==> src/rtl/reg_mux_pkg.sv <==
// Shared defaults and shift-mode encodings for the registered N:1 channel mux.
// Pure declarations: no logic, no latency.
// Imported by reg_mux_n_1 and reg_mux_skid.
package reg_mux_pkg;

  localparam int DEF_WIDTH    = 32;
  localparam int DEF_N_INPUTS = 4;

  // Encoding of the arith input
  localparam logic SHIFT_LOGICAL = 1'b0;
  localparam logic SHIFT_ARITH   = 1'b1;

  // Select width: ceil(log2(n)), never below one bit
  function automatic int sel_width(input int n);
    return (n > 1) ? $clog2(n) : 1;
  endfunction

endpackage

==> src/rtl/reg_mux_skid.sv <==
// Two-entry result FIFO with valid/ready handshake on both sides.
// Latency 1: a push into an empty buffer is visible at the head next cycle.
// Backpressure: push_ready_o drops at occupancy 2 (registered), and is held low during reset.
module reg_mux_skid
  import reg_mux_pkg::*;
#(
  parameter int WIDTH = DEF_WIDTH
) (
  input  logic             clock,
  input  logic             reset,
  input  logic [WIDTH-1:0] push_data_i,
  input  logic             push_valid_i,
  output logic             push_ready_o,
  output logic [WIDTH-1:0] pop_data_o,
  output logic             pop_valid_o,
  input  logic             pop_ready_i
);

  logic [WIDTH-1:0] mem_q [2];
  logic             wr_ptr_q;
  logic             rd_ptr_q;
  logic [1:0]       count_q;
  logic [1:0]       count_d;
  logic             push;
  logic             pop;

  // Handshake decode and occupancy next-state; ready depends only on registered count
  always_comb begin
    push_ready_o = (count_q != 2'd2) && !reset;
    pop_valid_o  = (count_q != 2'd0);
    pop_data_o   = mem_q[rd_ptr_q];
    push         = push_valid_i && push_ready_o;
    pop          = pop_valid_o && pop_ready_i;
    count_d      = count_q;
    case ({push, pop})
      2'b10:   count_d = count_q + 2'd1;
      2'b01:   count_d = count_q - 2'd1;
      default: count_d = count_q;
    endcase
  end

  // Storage and pointers; reset wipes contents so no stale result survives
  always_ff @(posedge clock or posedge reset) begin
    if (reset) begin
      mem_q[0] <= '0;
      mem_q[1] <= '0;
      wr_ptr_q <= 1'b0;
      rd_ptr_q <= 1'b0;
      count_q  <= 2'd0;
    end else begin
      if (push) begin
        mem_q[wr_ptr_q] <= push_data_i;
        wr_ptr_q        <= ~wr_ptr_q;
      end
      if (pop) begin
        rd_ptr_q <= ~rd_ptr_q;
      end
      count_q <= count_d;
    end
  end

endmodule

==> src/rtl/reg_mux_n_1.sv <==
// Selects one of N_INPUTS channels, optionally right-shifts it (REG_MUX_SHIFT_EN), buffers the result.
// Latency 1 from accept to out_valid; one transaction per cycle sustained.
// Backpressure: in_ready low while the 2-entry buffer is full or reset is asserted.
module reg_mux_n_1
  import reg_mux_pkg::*;
#(
  parameter int WIDTH    = DEF_WIDTH,
  parameter int N_INPUTS = DEF_N_INPUTS,
  localparam int SEL_W   = sel_width(N_INPUTS),
  localparam int SH_W    = $clog2(WIDTH) + 1
) (
  input  logic                      clock,
  input  logic                      reset,
  input  logic [N_INPUTS*WIDTH-1:0] in_data,
  input  logic [SEL_W-1:0]          sel,
  input  logic [SH_W-1:0]           shamt,
  input  logic                      arith,
  input  logic                      in_valid,
  output logic                      in_ready,
  output logic [WIDTH-1:0]          out_data,
  output logic                      out_valid,
  input  logic                      out_ready,
  output logic                      sel_err
);

  localparam logic [SEL_W:0] N_SEL = (SEL_W + 1)'(N_INPUTS);

  logic [WIDTH-1:0] chan;
  logic [WIDTH-1:0] result;
  logic             sel_ok;
  logic             accept;
  logic             sel_err_q;
  logic             sel_err_d;

  // Channel select; out-of-range selects read as zero
  always_comb begin
    chan   = '0;
    sel_ok = ({1'b0, sel} < N_SEL);
    for (int k = 0; k < N_INPUTS; k++) begin
      if (sel == SEL_W'(k)) begin
        chan = in_data[k*WIDTH +: WIDTH];
      end
    end
    if (!sel_ok) begin
      chan = '0;
    end
  end

`ifdef REG_MUX_SHIFT_EN
  localparam logic [SH_W-1:0] WIDTH_SH = SH_W'(WIDTH);

  // Right shift, saturating to zero / sign fill once the amount reaches WIDTH
  always_comb begin
    result = '0;
    if (shamt >= WIDTH_SH) begin
      result = (arith == SHIFT_ARITH) ? {WIDTH{chan[WIDTH-1]}} : '0;
    end else if (arith == SHIFT_ARITH) begin
      result = WIDTH'($signed(chan) >>> shamt);
    end else begin
      result = chan >> shamt;
    end
  end
`else
  // Shifter absent: shift controls are accepted but have no effect
  logic unused_shift;
  assign unused_shift = ^{shamt, arith};

  // Pass the selected channel through untouched
  always_comb begin
    result = chan;
  end
`endif

  // Sticky error capture, only on an actual accept
  always_comb begin
    accept    = in_valid && in_ready;
    sel_err_d = sel_err_q || (accept && !sel_ok);
  end

  // Sticky error register, cleared only by reset
  always_ff @(posedge clock or posedge reset) begin
    if (reset) begin
      sel_err_q <= 1'b0;
    end else begin
      sel_err_q <= sel_err_d;
    end
  end

  assign sel_err = sel_err_q;

  reg_mux_skid #(
    .WIDTH (WIDTH)
  ) u_skid (
    .clock        (clock),
    .reset        (reset),
    .push_data_i  (result),
    .push_valid_i (in_valid),
    .push_ready_o (in_ready),
    .pop_data_o   (out_data),
    .pop_valid_o  (out_valid),
    .pop_ready_i  (out_ready)
  );

endmodule

==> config.mk <==
export PLATFORM = sky130hd
export DESIGN_NAME = reg_mux_n_1
export DESIGN_NICKNAME = d
export VERILOG_FILES = /design/src/rtl/reg_mux_pkg.sv /design/src/rtl/reg_mux_skid.sv /design/src/rtl/reg_mux_n_1.sv
export SDC_FILE = /design/constraint.sdc
export NUM_CORES = 1
export LEC_CHECK = 0
export CAP_MARGIN = 30
export CORE_MARGIN = 4
export CORE_UTILIZATION = 57
export DETAILED_ROUTE_END_ITERATION = 7
export DONT_BUFFER_PORTS = 1
export GPL_TIMING_DRIVEN = 0
export PLACE_DENSITY = 0.71
export SYNTH_ARGS = -nofsm -noshare
export SYNTH_HDL_FRONTEND = slang
export SYNTH_SLANG_ARGS = --single-unit
export TNS_END_PERCENT = 100
==> constraint.sdc <==
create_clock -name clock -period 2.2 [get_ports clock]
set_clock_uncertainty 0.05 [all_clocks]
set_input_delay 0.44 -clock clock [delete_from_list [all_inputs] [get_ports clock]]
set_output_delay 0.44 -clock clock [all_outputs]
set_load 0.005 [all_outputs]
Word-level counts from Yosys, hierarchy flattened
Index checks and enable logic that the tools add are counted.
Widths: inputs -> output; s select.
{"block": "op_classes", "mux": 11, "n_lt_le_gt_ge": 3, "n_eq_ne": 6, "bitwise_logic": 4, "reduce_logical": 8, "add_sub_neg": 2}
{"operator": "$mux 32", "count": 8}
{"operator": "$bwmux 64", "count": 1}
{"operator": "$demux 32 s1", "count": 1}
{"operator": "$eq 2x2->1 const B", "count": 3}
{"operator": "$eq 2x1->1 const B", "count": 2}
{"operator": "$ge 2x2->1 const B", "count": 2}
{"operator": "$logic_and 1x1->1", "count": 4}
{"operator": "$not 1->2", "count": 2}
{"operator": "$pmux 2 s2", "count": 1}
{"operator": "$reduce_bool 2->1", "count": 2}
{"operator": "$add 2x1->2 const B", "count": 1}
{"operator": "$logic_not 2->1", "count": 1}
{"operator": "$lt 2x1->1 const B", "count": 1}
{"operator": "$ne 2x2->1 const B", "count": 1}
{"operator": "$not 1->1", "count": 2}
{"operator": "$sub 2x1->2 const B", "count": 1}
{"operator": "$logic_not 1->1", "count": 1}
{"block": "totals", "output_inout_bits": 35, "input_bits": 141, "elab_cells": 39, "ff_bits": 68}

Depth between registers and ports, before layout
{"block": "depth", "ltp_word": 6, "ltp_mapped": 6, "mapped_depth_nobuf": 6}

Hierarchy
A second synthesis with hierarchy kept.
{"block": "hier_totals", "cells_unflattened": 232, "area_unflattened_um2": 3831.2}
{"module": "reg_mux_skid", "seq_area_each_um2": 1701.6, "instances": 1, "cells_each": 191, "area_each_um2": 3005.4}
{"module": "reg_mux_n_1", "seq_area_each_um2": 0.0, "instances": 1, "cells_each": 41, "area_each_um2": 825.8}

Least setup slack after synthesis
No wires, ideal clock.
{"block": "synth_path", "path_type": "input -> register", "startpoint": "input port in_valid", "endpoint": "register u_skid.mem_q[44] (netlist name)", "setup_ns": 0.125, "arrival_time_ns": 1.476, "path_buffers": 1, "required_time_ns": 2.025, "slack_ns": 0.549, "path_stages": 4, "path_cell_list": "nor2b_1 nor3b_2 buf_4 mux2_2"}
{"block": "synth_via", "elab_chain_len": 1}
{"element": "start: declaration", "line": "reg_mux_n_1.sv:18", "text": "input logic in_valid,"}
{"element": "$logic_and 1x1->1", "line": "reg_mux_skid.sv:32", "text": "push = push_valid_i && push_ready_o;"}
{"element": "end signal: indexed assignment", "line": "reg_mux_skid.sv:52", "text": "mem_q[wr_ptr_q] <= push_data_i;"}
{"element": "end: declaration", "line": "reg_mux_skid.sv:19", "text": "logic [WIDTH-1:0] mem_q [2];"}
No other way between the ends.
A chain may end at the register's enable or synchronous reset.

Worst setup path in the final report
{"block": "layout_path", "startpoint": "register u_skid.rd_ptr_q", "endpoint": "output port out_data[13]"}
{"block": "layout_via", "elab_chain_len": 4}
{"element": "start: declaration", "line": "reg_mux_skid.sv:21", "text": "logic rd_ptr_q;"}
{"element": "start signal: assignment", "line": "reg_mux_skid.sv:56", "text": "rd_ptr_q <= ~rd_ptr_q;"}
{"element": "$not 1->2 (implied by the code)", "line": "reg_mux_skid.sv:31", "text": "pop_data_o = mem_q[rd_ptr_q];"}
{"element": "$mux 32 (implied by the code) (3 in a row)", "line": "reg_mux_skid.sv:31"}
{"element": "end: declaration", "line": "reg_mux_n_1.sv:20", "text": "output logic [WIDTH-1:0] out_data,"}
No other way between the ends. The select of a mux whose other input is x is not followed.

==> metrics.csv <==
metric;value;unit
Total Routing Usage GR;0.211;
P&R area growth vs syn;7.97;%
sequential power share;0.433;
Leak;1.66;nW
# setup viols final;0;
Slowest cell on crit path;dfrtp_1;
1st-pass router iterations;4;
RSZ-0062 raised after global routing;false;
Mapped Area;3800;um^2
RR Startpoint;u_skid.count_q[1];
Reg2Reg Depth;4;
Peak VDD IR;716;uV
fin nets;386;
Final period util;0.901;
first-pass GRT wire length;12500;um
Pint;3.56;mW
Clock power frac;0.172;
post-DP HPWL;6490;um
Area after DPL;3920;um^2
Seq/Total Area, Yosys;0.448;
largest net degree at the start of global routing;44;
Worst Setup Slack, final;0.218;ns
CTS max path bufs;2;
drt total wl;8360;um
pwr dens;1260;nW/um^2
Initial Util;0.592;
CP Launch Type;register;
IO Port Bufs;0;
CP Capture Point;out_data[13];
critical path required time;1.71;ns
CP cell instances;clkbuf_4 -> mux2_2;
number of global-route vias before repair;2402;
HP Class;in -> reg;
Crit path arrival time;1.49;ns
initial antenna violation count;0;
Largest stage delay, worst path;0.48;ns
Hold WS;0.319;ns
Root Driver;clkbuf_8;
crit path launch;u_skid.rd_ptr_q;
GPL Wtd Cong;0.775;
FP Rows;29;
synthesized net count;374;
synth warn;0;
fin util;0.639;
fin area;4100;um^2
crit end category;primary output;
Clk Latency, worst-skew pair;0.32;ns
outcome;complete, no violations;
Ant. Diodes;0;
Wirelength per Cell;25.7;um
slew of the pin with the lowest slew margin;0.617;ns
Core ar.;6420;um^2
die span in y;89.7;um
Hold Vio Cnt, Final;0;
CTS tree;yes;
Reg clk slew, reported paths;0.06;ns
pre-CTS WS;0.209;ns
FF-to-FF setup slack;0.41;ns
Worst R2R End;u_skid.mem_q[45];
fin crit period;1.98;ns
share of layout cells above drive strength 1;0.637;
CTS Sinks;68;
Sw Ratio;0.309;
max frequency;505;MHz
Syn Area/Cell;16.4;um^2
Seq cells post-synth;68;
Post-DRT Antenna Nets;0;
Psw;1.60;mW
Crit Path Max Fanout;10;
Rel. slew slack;0.589;
Crit Path Category;reg -> out;
DRC viols;0;
Post-Synthesis Cells;232;
max-cap violations;0;
synth unique cells;24;
CTS buffer count;9;
DR iter-0 viols;68;
Max Slew Vio Count;0;
die width;89.7;um
Combinational Power Share;0.395;
GRT overflow;0;
Via density;6.57;
I/O pin count;176;
H-tree depth;3;
vias;2136;
full die area;8040;um^2
[metal layers]
| layer | part of all wire | vias up | global-route usage | routed length (um) |
|---|---|---|---|---|
| met4 | 0.010 | 0 | 0.0704 | 84 |
| met3 | 0.090 | 6 | 0.0584 | 748 |
| met2 | 0.54 | 97 | 0.362 | 4480 |
| met1 | 0.36 | 1123 | 0.258 | 3040 |
| li1 | - | 910 | - | - |
| met5 | 0 | - | 0 | 0 |
[kinds of logic (layout without fill, tap and decap cells)]
family / after synthesis / in the layout / synth area share
muxes: 128 / 128 / 0.481
DFF: 68 / 68 / 0.448
buffers and inverters: 19 / 35 / 0.0398
and+or+nand+nor: 10 / 10 / 0.0158
xor gates and xnor gates: 5 / 5 / 0.0115
adders and majority gates: 1 / 1 / 0.00329
other: 1 / 1 / 0.000987
[worst min path at each step]
stage,end,start,depth (start not counted),slack [ns]
2_1_floorplan,u_skid.count_q[1],u_skid.count_q[1],1,0.42
3_3_place_gp,u_skid.mem_q[27],u_skid.mem_q[27],1,0.43
3_5_place_dp,u_skid.mem_q[43],reset,1,0.35
4_1_cts,u_skid.rd_ptr_q,out_ready,2,0.31
5_1_grt,u_skid.rd_ptr_q,out_ready,2,0.33
6_report,u_skid.rd_ptr_q,out_ready,2,0.32
[state kept, by name, indices dropped and copies added (netlist names)]
| name | cells |
|---|---|
| u_skid.rd_ptr_q | 1 |
| u_skid.mem_q | 64 |
| u_skid.wr_ptr_q | 1 |
| u_skid.count_q | 2 |
[synth_stat cells]
master / number / area share
xnor2_1: 3 / 0.0069
buf_1: 2 / 0.0020
buf_2: 7 / 0.0092
nor2b_1: 2 / 0.0033
or2_2: 1 / 0.0016
buf_6: 1 / 0.0030
nand2_1: 1 / 0.00099
nor3b_2: 1 / 0.0033
nand3_1: 1 / 0.0013
mux2_4: 5 / 0.020
buf_4: 4 / 0.0079
xor2_1: 2 / 0.0046
mux4_2: 30 / 0.18
conb_1: 1 / 0.00099
and2_1: 1 / 0.0016
mux2_2: 91 / 0.27
inv_1: 1 / 0.00099
mux4_1: 2 / 0.014
nand2b_1: 1 / 0.0016
buf_12: 3 / 0.016
ha_1: 1 / 0.0033
nor2_1: 2 / 0.0020
clkbuf_1: 1 / 0.00099
dfrtp_1: 68 / 0.45
[repair_timing]
item	CTS	global route
hold buffers	1	0
gates cloned	0	0
gates resized for setup	1	2
endpoints found under the setup margin	10	19
setup buffers	0	0
endpoints found under the hold margin	25	0
[through the flow]
step | TNS [ns] | total power [mW] | cells
6_report | 0 | 5.16 | 325
5_1_grt | 0 | 5.46 | 325
4_1_cts | -0.00206 | 5.22 | 326
3_5_place_dp | 0 | 4.31 | 310
3_3_place_gp | 0 | 4.15 | 309
2_1_floorplan | 0 | 3.83 | 232
[cells in the final DEF (no fill, tap or decap), drive strengths merged, types with 2 or more instances in the layout]
| cell | netlist | routed |
|---|---|---|
| mux2 | 96 | 96 |
| xnor2 | 3 | 3 |
| nor2 | 2 | 2 |
| xor2 | 2 | 2 |
| dfrtp | 68 | 68 |
| clkbuf | 1 | 15 |
| clkinv | 0 | 2 |
| buf | 17 | 16 |
| mux4 | 32 | 32 |
| nor2b | 2 | 2 |
[critical path: cells and delay by family (launching register included)]
family                 cells  cell delay [ns]
muxes                      1             0.38
buffers and inverters      1             0.30
DFF                        1             0.48
[power by group through the flow]
stage	registers (mW)	clock network (mW)	logic [mW]
2_1_floorplan	2.12	0	1.71
3_5_place_dp	2.24	0	2.07
3_3_place_gp	2.17	0	1.98
6_report	2.24	0.888	2.04
4_1_cts	2.22	0.913	2.09
5_1_grt	2.31	0.973	2.18
[cell type report]
cell class              count  area (um^2)
clock inverters             2         10.0
clock buffers              13          159
inverters                   1         7.51
flip-flops and latches     68         1700
well taps                  77         96.3
repair buffers              2         30.0
fillers                   457         2320
plain buffers              17          151
multi-input cells         145         1950
No activity file was read; power rests on OpenSTA's default activity.
